--- config.mk ---
export PLATFORM = sky130hd
export DESIGN_NAME = branch_predictor
export DESIGN_NICKNAME = d
export VERILOG_FILES = /design/src/rtl/cpu_pkg.sv /design/src/rtl/sat_counter.sv /design/src/rtl/branch_predictor.sv
export SDC_FILE = /design/constraint.sdc
export NUM_CORES = 2
export LEC_CHECK = 0
export ABC_AREA = 1
export CAP_MARGIN = 20
export CORE_MARGIN = 2
export CORE_UTILIZATION = 30
export DETAILED_ROUTE_END_ITERATION = 6
export PLACE_DENSITY_LB_ADDON = 0.15
export SLEW_MARGIN = 20
export SYNTH_ARGS = -nofsm -noshare
export SYNTH_HDL_FRONTEND = slang
export SYNTH_SLANG_ARGS = --single-unit
--- constraint.sdc ---
create_clock -name clk -period 6.5 [get_ports clk]
set_input_delay 1.3 -clock clk [delete_from_list [all_inputs] [get_ports clk]]
set_output_delay 1.3 -clock clk [all_outputs]
set_load 0.01 [all_outputs]
--- src/rtl/cpu_pkg.sv ---
// Shared core definitions: PC increment, direction-counter init values, PC field positions.
// No latency: constants and constant functions only.
// No flow control involved.
package cpu_pkg;

  // Sequential fetch advances by one 32-bit instruction.
  localparam int unsigned PC_INC = 4;

  // Instructions are word aligned, so the two lowest PC bits never index anything.
  localparam int unsigned PC_IDX_LSB = 2;

  // Weakly-taken value: MSB set, all other bits clear.
  function automatic int unsigned ctr_weak_taken(input int unsigned ctr_w);
    return 32'd1 << (ctr_w - 1);
  endfunction

  // Weakly-not-taken value: just below the taken threshold.
  function automatic int unsigned ctr_weak_not_taken(input int unsigned ctr_w);
    return ctr_weak_taken(ctr_w) - 32'd1;
  endfunction

  // Top bit of the table index inside a PC.
  function automatic int unsigned pc_idx_msb(input int unsigned idx_w);
    return idx_w + PC_IDX_LSB - 1;
  endfunction

  // Lowest bit of the tag inside a PC; the tag runs from here to the PC MSB.
  function automatic int unsigned pc_tag_lsb(input int unsigned idx_w);
    return idx_w + PC_IDX_LSB;
  endfunction

endpackage

--- src/rtl/sat_counter.sv ---
// Saturating up/down counter next-value logic for branch direction training.
// Combinational, zero latency.
// No flow control; inc and dec together leave the value unchanged.
module sat_counter #(
  parameter int unsigned CTR_W = 2
) (
  input  logic [CTR_W-1:0] ctr_i,
  input  logic             inc_i,
  input  logic             dec_i,
  output logic [CTR_W-1:0] ctr_o
);

  // Step toward the requested direction unless already pinned at that end.
  always_comb begin
    ctr_o = ctr_i;
    if (inc_i && !dec_i && (ctr_i != {CTR_W{1'b1}})) begin
      ctr_o = ctr_i + 1'b1;
    end else if (dec_i && !inc_i && (ctr_i != {CTR_W{1'b0}})) begin
      ctr_o = ctr_i - 1'b1;
    end
  end

endmodule

--- src/rtl/branch_predictor.sv ---
// Direct-mapped branch target buffer with saturating direction counters and branch statistics.
// Lookup is combinational (0 cycles); training and statistics take effect at the next clk edge.
// No backpressure: one lookup and one update are accepted every cycle.
module branch_predictor
  import cpu_pkg::*;
#(
  parameter int unsigned ENTRIES = 16,
  parameter int unsigned ADDR_W  = 32,
  parameter int unsigned CTR_W   = 2
) (
  input  logic              clk,
  input  logic              reset,
  input  logic [ADDR_W-1:0] lookup_pc,
  output logic              pred_hit,
  output logic              pred_taken,
  output logic [ADDR_W-1:0] pred_target,
  input  logic              upd_valid,
  input  logic [ADDR_W-1:0] upd_pc,
  input  logic              upd_taken,
  input  logic [ADDR_W-1:0] upd_target,
  input  logic              upd_mispredict,
  input  logic              flush_all,
  output logic [31:0]       branch_cnt,
  output logic [31:0]       mispredict_cnt
);

  localparam int unsigned IDX_W   = $clog2(ENTRIES);
  localparam int unsigned TAG_W   = ADDR_W - 2 - IDX_W;
  localparam int unsigned IDX_MSB = pc_idx_msb(IDX_W);
  localparam int unsigned TAG_LSB = pc_tag_lsb(IDX_W);

  localparam logic [CTR_W-1:0]  CTR_WT  = CTR_W'(ctr_weak_taken(CTR_W));
  localparam logic [CTR_W-1:0]  CTR_WNT = CTR_W'(ctr_weak_not_taken(CTR_W));
  localparam logic [ADDR_W-1:0] INC     = ADDR_W'(PC_INC);

  // Table storage: valid bits packed so flush is a single clear.
  logic [ENTRIES-1:0] valid_q, valid_d;
  logic [TAG_W-1:0]   tag_q   [ENTRIES];
  logic [TAG_W-1:0]   tag_d   [ENTRIES];
  logic [ADDR_W-3:0]  tgt_q   [ENTRIES];
  logic [ADDR_W-3:0]  tgt_d   [ENTRIES];
  logic [CTR_W-1:0]   ctr_q   [ENTRIES];
  logic [CTR_W-1:0]   ctr_d   [ENTRIES];

  logic [31:0] branch_cnt_q, branch_cnt_d;
  logic [31:0] mispredict_cnt_q, mispredict_cnt_d;

  // Alignment bits carry no information for a word-aligned ISA.
  logic unused_pc_bits;
  assign unused_pc_bits = ^{lookup_pc[1:0], upd_pc[1:0], upd_target[1:0]};

  // Lookup side.
  logic [IDX_W-1:0] lidx;
  logic [TAG_W-1:0] ltag;
  assign lidx = lookup_pc[IDX_MSB:PC_IDX_LSB];
  assign ltag = lookup_pc[ADDR_W-1:TAG_LSB];

  // Predict from current table contents only; a same-cycle update is not forwarded.
  always_comb begin
    pred_hit    = valid_q[lidx] && (tag_q[lidx] == ltag);
    pred_taken  = pred_hit && ctr_q[lidx][CTR_W-1];
    pred_target = pred_taken ? {tgt_q[lidx], 2'b00} : (lookup_pc + INC);
  end

  // Update side.
  logic [IDX_W-1:0] uidx;
  logic [TAG_W-1:0] utag;
  logic             upd_hit;
  logic [CTR_W-1:0] ctr_nxt;
  assign uidx    = upd_pc[IDX_MSB:PC_IDX_LSB];
  assign utag    = upd_pc[ADDR_W-1:TAG_LSB];
  assign upd_hit = valid_q[uidx] && (tag_q[uidx] == utag);

  sat_counter #(
    .CTR_W (CTR_W)
  ) u_sat_counter (
    .ctr_i (ctr_q[uidx]),
    .inc_i (upd_taken),
    .dec_i (!upd_taken),
    .ctr_o (ctr_nxt)
  );

  // Train the indexed entry; a flush in the same cycle takes priority and drops the update.
  always_comb begin
    valid_d = valid_q;
    tag_d   = tag_q;
    tgt_d   = tgt_q;
    ctr_d   = ctr_q;
    if (flush_all) begin
      valid_d = '0;
    end else if (upd_valid) begin
      if (upd_hit) begin
        ctr_d[uidx] = ctr_nxt;
        if (upd_taken) begin
          tgt_d[uidx] = upd_target[ADDR_W-1:2];
        end
      end else if (upd_taken) begin
        valid_d[uidx] = 1'b1;
        tag_d[uidx]   = utag;
        tgt_d[uidx]   = upd_target[ADDR_W-1:2];
        ctr_d[uidx]   = CTR_WT;
      end
    end
  end

  // Statistics count every report, flush or not, and wrap naturally.
  assign branch_cnt_d     = branch_cnt_q + {31'd0, upd_valid};
  assign mispredict_cnt_d = mispredict_cnt_q + {31'd0, upd_valid & upd_mispredict};

  // Table registers; counters start weakly not-taken so a fresh allocation is the only way to predict taken.
  always_ff @(posedge clk or negedge reset) begin
    if (!reset) begin
      valid_q <= '0;
      for (int i = 0; i < int'(ENTRIES); i++) begin
        tag_q[i] <= '0;
        tgt_q[i] <= '0;
        ctr_q[i] <= CTR_WNT;
      end
    end else begin
      valid_q <= valid_d;
      tag_q   <= tag_d;
      tgt_q   <= tgt_d;
      ctr_q   <= ctr_d;
    end
  end

  // Statistics registers, updated on the same edge as the table.
  always_ff @(posedge clk or negedge reset) begin
    if (!reset) begin
      branch_cnt_q     <= '0;
      mispredict_cnt_q <= '0;
    end else begin
      branch_cnt_q     <= branch_cnt_d;
      mispredict_cnt_q <= mispredict_cnt_d;
    end
  end

  assign branch_cnt     = branch_cnt_q;
  assign mispredict_cnt = mispredict_cnt_q;

endmodule
==> flow_metrics.py <==
metrics = {
    "hold_path": {
        "hold_end": "ctr_q[30]",
        "hp-class": "reg -> reg",
        "hold_path.startpoint": "ctr_q[30]",
        "hold_depth": 2,
    },
    "setup_path": {
        "critPathKind": "in -> out",
        "cp-start-kind": "input port",
        "rr_worst_depth": 17,
        "reg2reg_from": "tag_q[285]",
        "worstPathArrival_ns": 5.08,
        "critPathTopFamily": "buffers and inverters",
        "crit_fanout": 48,
        "startpoint": "lookup_pc[5]",
        "r2r_end": "ctr_q[24]",
        "critical_path_buf_inv_count": 7,
        "endpoint_kind": "primary output",
        "cp.required_ns": 5.20,
        "r2r_setup_slack_ns": 2.67,
        "worst_path_max_delay_cell": "clkdlybuf4s50_1",
        "crit_path_cell_trace": "clkdlybuf4s50_1 > nand2_1 > clkinv_2 > buf_12 > nand2_1 > nand2_1 > inv_1 > nand2_1 > nand2_1 > nand2_1 > nand2_1 > nor2_1 > nand3_1 > nor2_2 > buf_12 > nand2_2 > buf_12 > o21ai_1 > clkdlybuf4s50_1",
        "path_common_cell": "nand2_1",
        "max_stage_delay_ns": 0.63,
    },
    "synthesis": {
        "ys_seq_area_share_pct": 47.5,
        "syn_avg_cell_area_um2": 7.32,
        "syn_area_um2": 53100,
        "synth.distinct_cells": 42,
        "synthCells": 7253,
        "yosysWarningCount": 0,
        "synth_fp_nets": 7362,
        "ys_seq_elements": 1008,
    },
    "layout": {
        "nNetsFinal": 7346,
        "area.growth.synth_to_final_pct": 16.8,
        "n_fill_cell": 18800,
        "drive_gt1_share_pct": 6.45,
    },
    "sta": {
        "worst_slew_pin_slew_ns": 1.12,
        "maxSlewHeadroom_pct": 25.7,
        "rsz0062_at_grt": "no",
        "hold_viol_final": 0,
        "clock_skew_ns": 0.0758,
        "slew_viol_final": 0,
        "setup_ws_ns": 0.115,
        "holdWs_ns": 0.468,
        "period_share_pct": 98.2,
        "setup_viol": 0,
        "fmax_ghz": 0.157,
        "final.min_clock_period_ns": 6.38,
    },
    "grt": {
        "grtUsageTotal_pct": 22.6,
        "grt_antenna_before_repair": 3,
        "grt_pass1_wl_um": 309000,
        "grt_pass1_vias": 45900,
        "grt_max_degree": 176,
        "grt-ovfl-total": 0,
    },
    "clock_network": {
        "clock_latency_ns": 0.79,
        "cts_buffers": 121,
        "cts.clk_slew.worst_paths_ns": 0.05,
        "cts_hold_buf": 0,
        "clockRootBuffer": "clkbuf_16",
        "cts_sinks": 1008,
        "cts_setup_buffers": 0,
        "cts_tree": "done",
        "htree_levels": 3,
        "cts_buffer_depth": 3,
    },
    "die": {
        "start_util_pct": 30.2,
        "num_rows": 154,
        "fp.coreArea_um2": 176000,
        "pin_count": 200,
        "die_w_um": 425,
        "die_y_um": 425,
        "die_area_um2": 180000,
    },
    "place": {
        "dp_slack_ns": -0.0678,
        "port_buffers": 195,
        "post-dp-hpwl_um": 128000,
        "place_congestion": 0.871,
    },
    "routing": {
        "drcViolationCount": 0,
        "ant_nets": 0,
        "wl_per_cell_um": 21.4,
        "detailedRoute.firstIterationViolations": 4678,
        "drtPass1Iterations": 6,
        "via_per_inst": 5.05,
        "routed_wl_um": 207000,
        "routed-via-count": 48900,
    },
    "power_and_ir_drop": {
        "p_leak_nw": 29.1,
        "powerDensity_nw_per_um2": 284,
        "vdd_drop_max_mv": 0.233,
    },
    "run_status": {
        "outcome": "completed",
    },
    "job": {
        "maxCapViolCount": 0,
    },
}
[how the worst max path moves through the flow]
stage / end / slack (ns) / cells past startpoint
after floorplan: pred_target[31] / 1.63 / 18
after global placement: pred_target[8] / -0.08 / 19
after detailed placement: pred_target[8] / -0.07 / 19
after CTS: pred_target[4] / 0.03 / 19
after global routing: pred_target[30] / 0.05 / 16
final: pred_target[8] / 0.12 / 19
[area by class of cell]
| class | instances | area [µm²] | share of cell area [%] |
|---|---|---|---|
| sequential | 1008 | 25200 | 40.7 |
| multi-input combinational | 5172 | 23500 | 37.9 |
| timing repair buffer | 380 | 3970 | 6.40 |
| clock inverter | 40 | 566 | 0.912 |
| antenna | 1 | 2.50 | 0.00403 |
| clock buffer | 184 | 3690 | 5.94 |
| inverter | 554 | 2100 | 3.38 |
| tap | 2340 | 2930 | 4.72 |
[cell usage after synthesis (all sizes together)]
library cell | count | area [µm²]
xor2 | 63 | 559
clkinv | 3 | 11.3
ha | 7 | 87.6
nand3b | 2 | 15.0
clkbuf | 334 | 1250
and3 | 4 | 25.0
dfstp | 16 | 420
a22oi | 13 | 97.6
nand4 | 34 | 213
nand3 | 202 | 1020
a32o | 13 | 130
a21oi | 193 | 966
inv | 551 | 2070
o221ai | 25 | 219
buf | 185 | 1070
or2 | 2 | 12.5
o211a | 9 | 90.1
a31oi | 8 | 50.1
o211ai | 87 | 653
xnor2 | 19 | 166
nor4 | 3 | 18.8
nor3 | 30 | 160
o21ai | 1522 | 7620
dfrtp | 992 | 24800
nand2 | 2326 | 8780
nor2 | 520 | 1990
a221oi | 14 | 123
o22ai | 76 | 475
[cells by family after synthesis]
group | after synthesis | synth area share [%]
simple gates | 3123 | 23.0
buf+inv | 1073 | 8.30
compound gates | 1960 | 19.6
flops | 1008 | 47.5
fa+ha+maj | 7 | 0.165
xor+xnor | 82 | 1.37
[layer usage]
metal / share of wire, % / vias up / wire length [µm] / track usage [%]
met1: 46 / 23700 / 94700 / 31.3
met2: 46 / 1360 / 95600 / 36.7
met4: 3.3 / 0 / 6820 / 7.05
li1: - / 23500 / - / -
met5: 0 / - / 0 / 0
met3: 4.8 / 295 / 9870 / 2.70
[stage by stage]
stage | setup TNS (ns) | power, mW | instances | util [%] | cell area (µm²)
global route | 0 | 18.5 | 9679 | 35.2 | 62000
finish | 0 | 17.6 | 9679 | 35.2 | 62000
detailed placement | -0.203 | 10.5 | 9454 | 32.8 | 57800
global placement | -0.265 | 10.4 | 9454 | 32.8 | 57800
CTS | 0 | 17.8 | 9678 | 35.2 | 62000
floorplan | 0 | 9.29 | 7253 | - | 53100
[worst reg2reg max path, stage by stage (launching register included)]
cell,delay [ns]
dfrtp_1,0.37
nand2_1,0.06
o21ai_0,0.11
nand2_1,0.09
nand2_1,0.05
nand2_1,0.05
nand2_1,0.08
o21ai_1,0.48
nand2_1,0.10
nor2_1,0.32
nand3_1,0.19
nor2_4,0.22
nand2_2,0.41
nand2_2,0.44
nand2_1,0.39
nor2_1,0.21
nand2_1,0.07
nand2_1,0.07
[state kept, by name, indices dropped and copies added, names as in the netlist]
signal	cells
ctr_q	32
valid_q	16
tgt_q	480
mispredict_cnt	32
tag_q	416
branch_cnt	32
[cell usage in the layout, fill, tap and decap left out, drive strengths merged, types with 19 or more instances in the layout]
cell type	count
o22ai	76
xor2	63
nor2	520
nand3	202
inv	553
dfrtp	992
clkbuf	184
clkdlybuf4s50	189
nand2	2326
o211ai	87
clkinv	27
o21ai	1522
xnor2	19
nor3	30
nand4	34
a21oi	193
buf	191
o221ai	25
[where the power goes]
group	internal, mW	total, mW	leakage [nW]	switching [mW]
clock network	4.32	7.27	2.10	2.94
logic	0.997	2.77	14.1	1.78
registers	7.09	7.58	13.0	0.482
[timing repair]
action	in CTS	in global routing
cloned	0	0
endpoints found under the setup margin	5	3
resized for setup	5	3
Power figures use the tool's default switching activity.
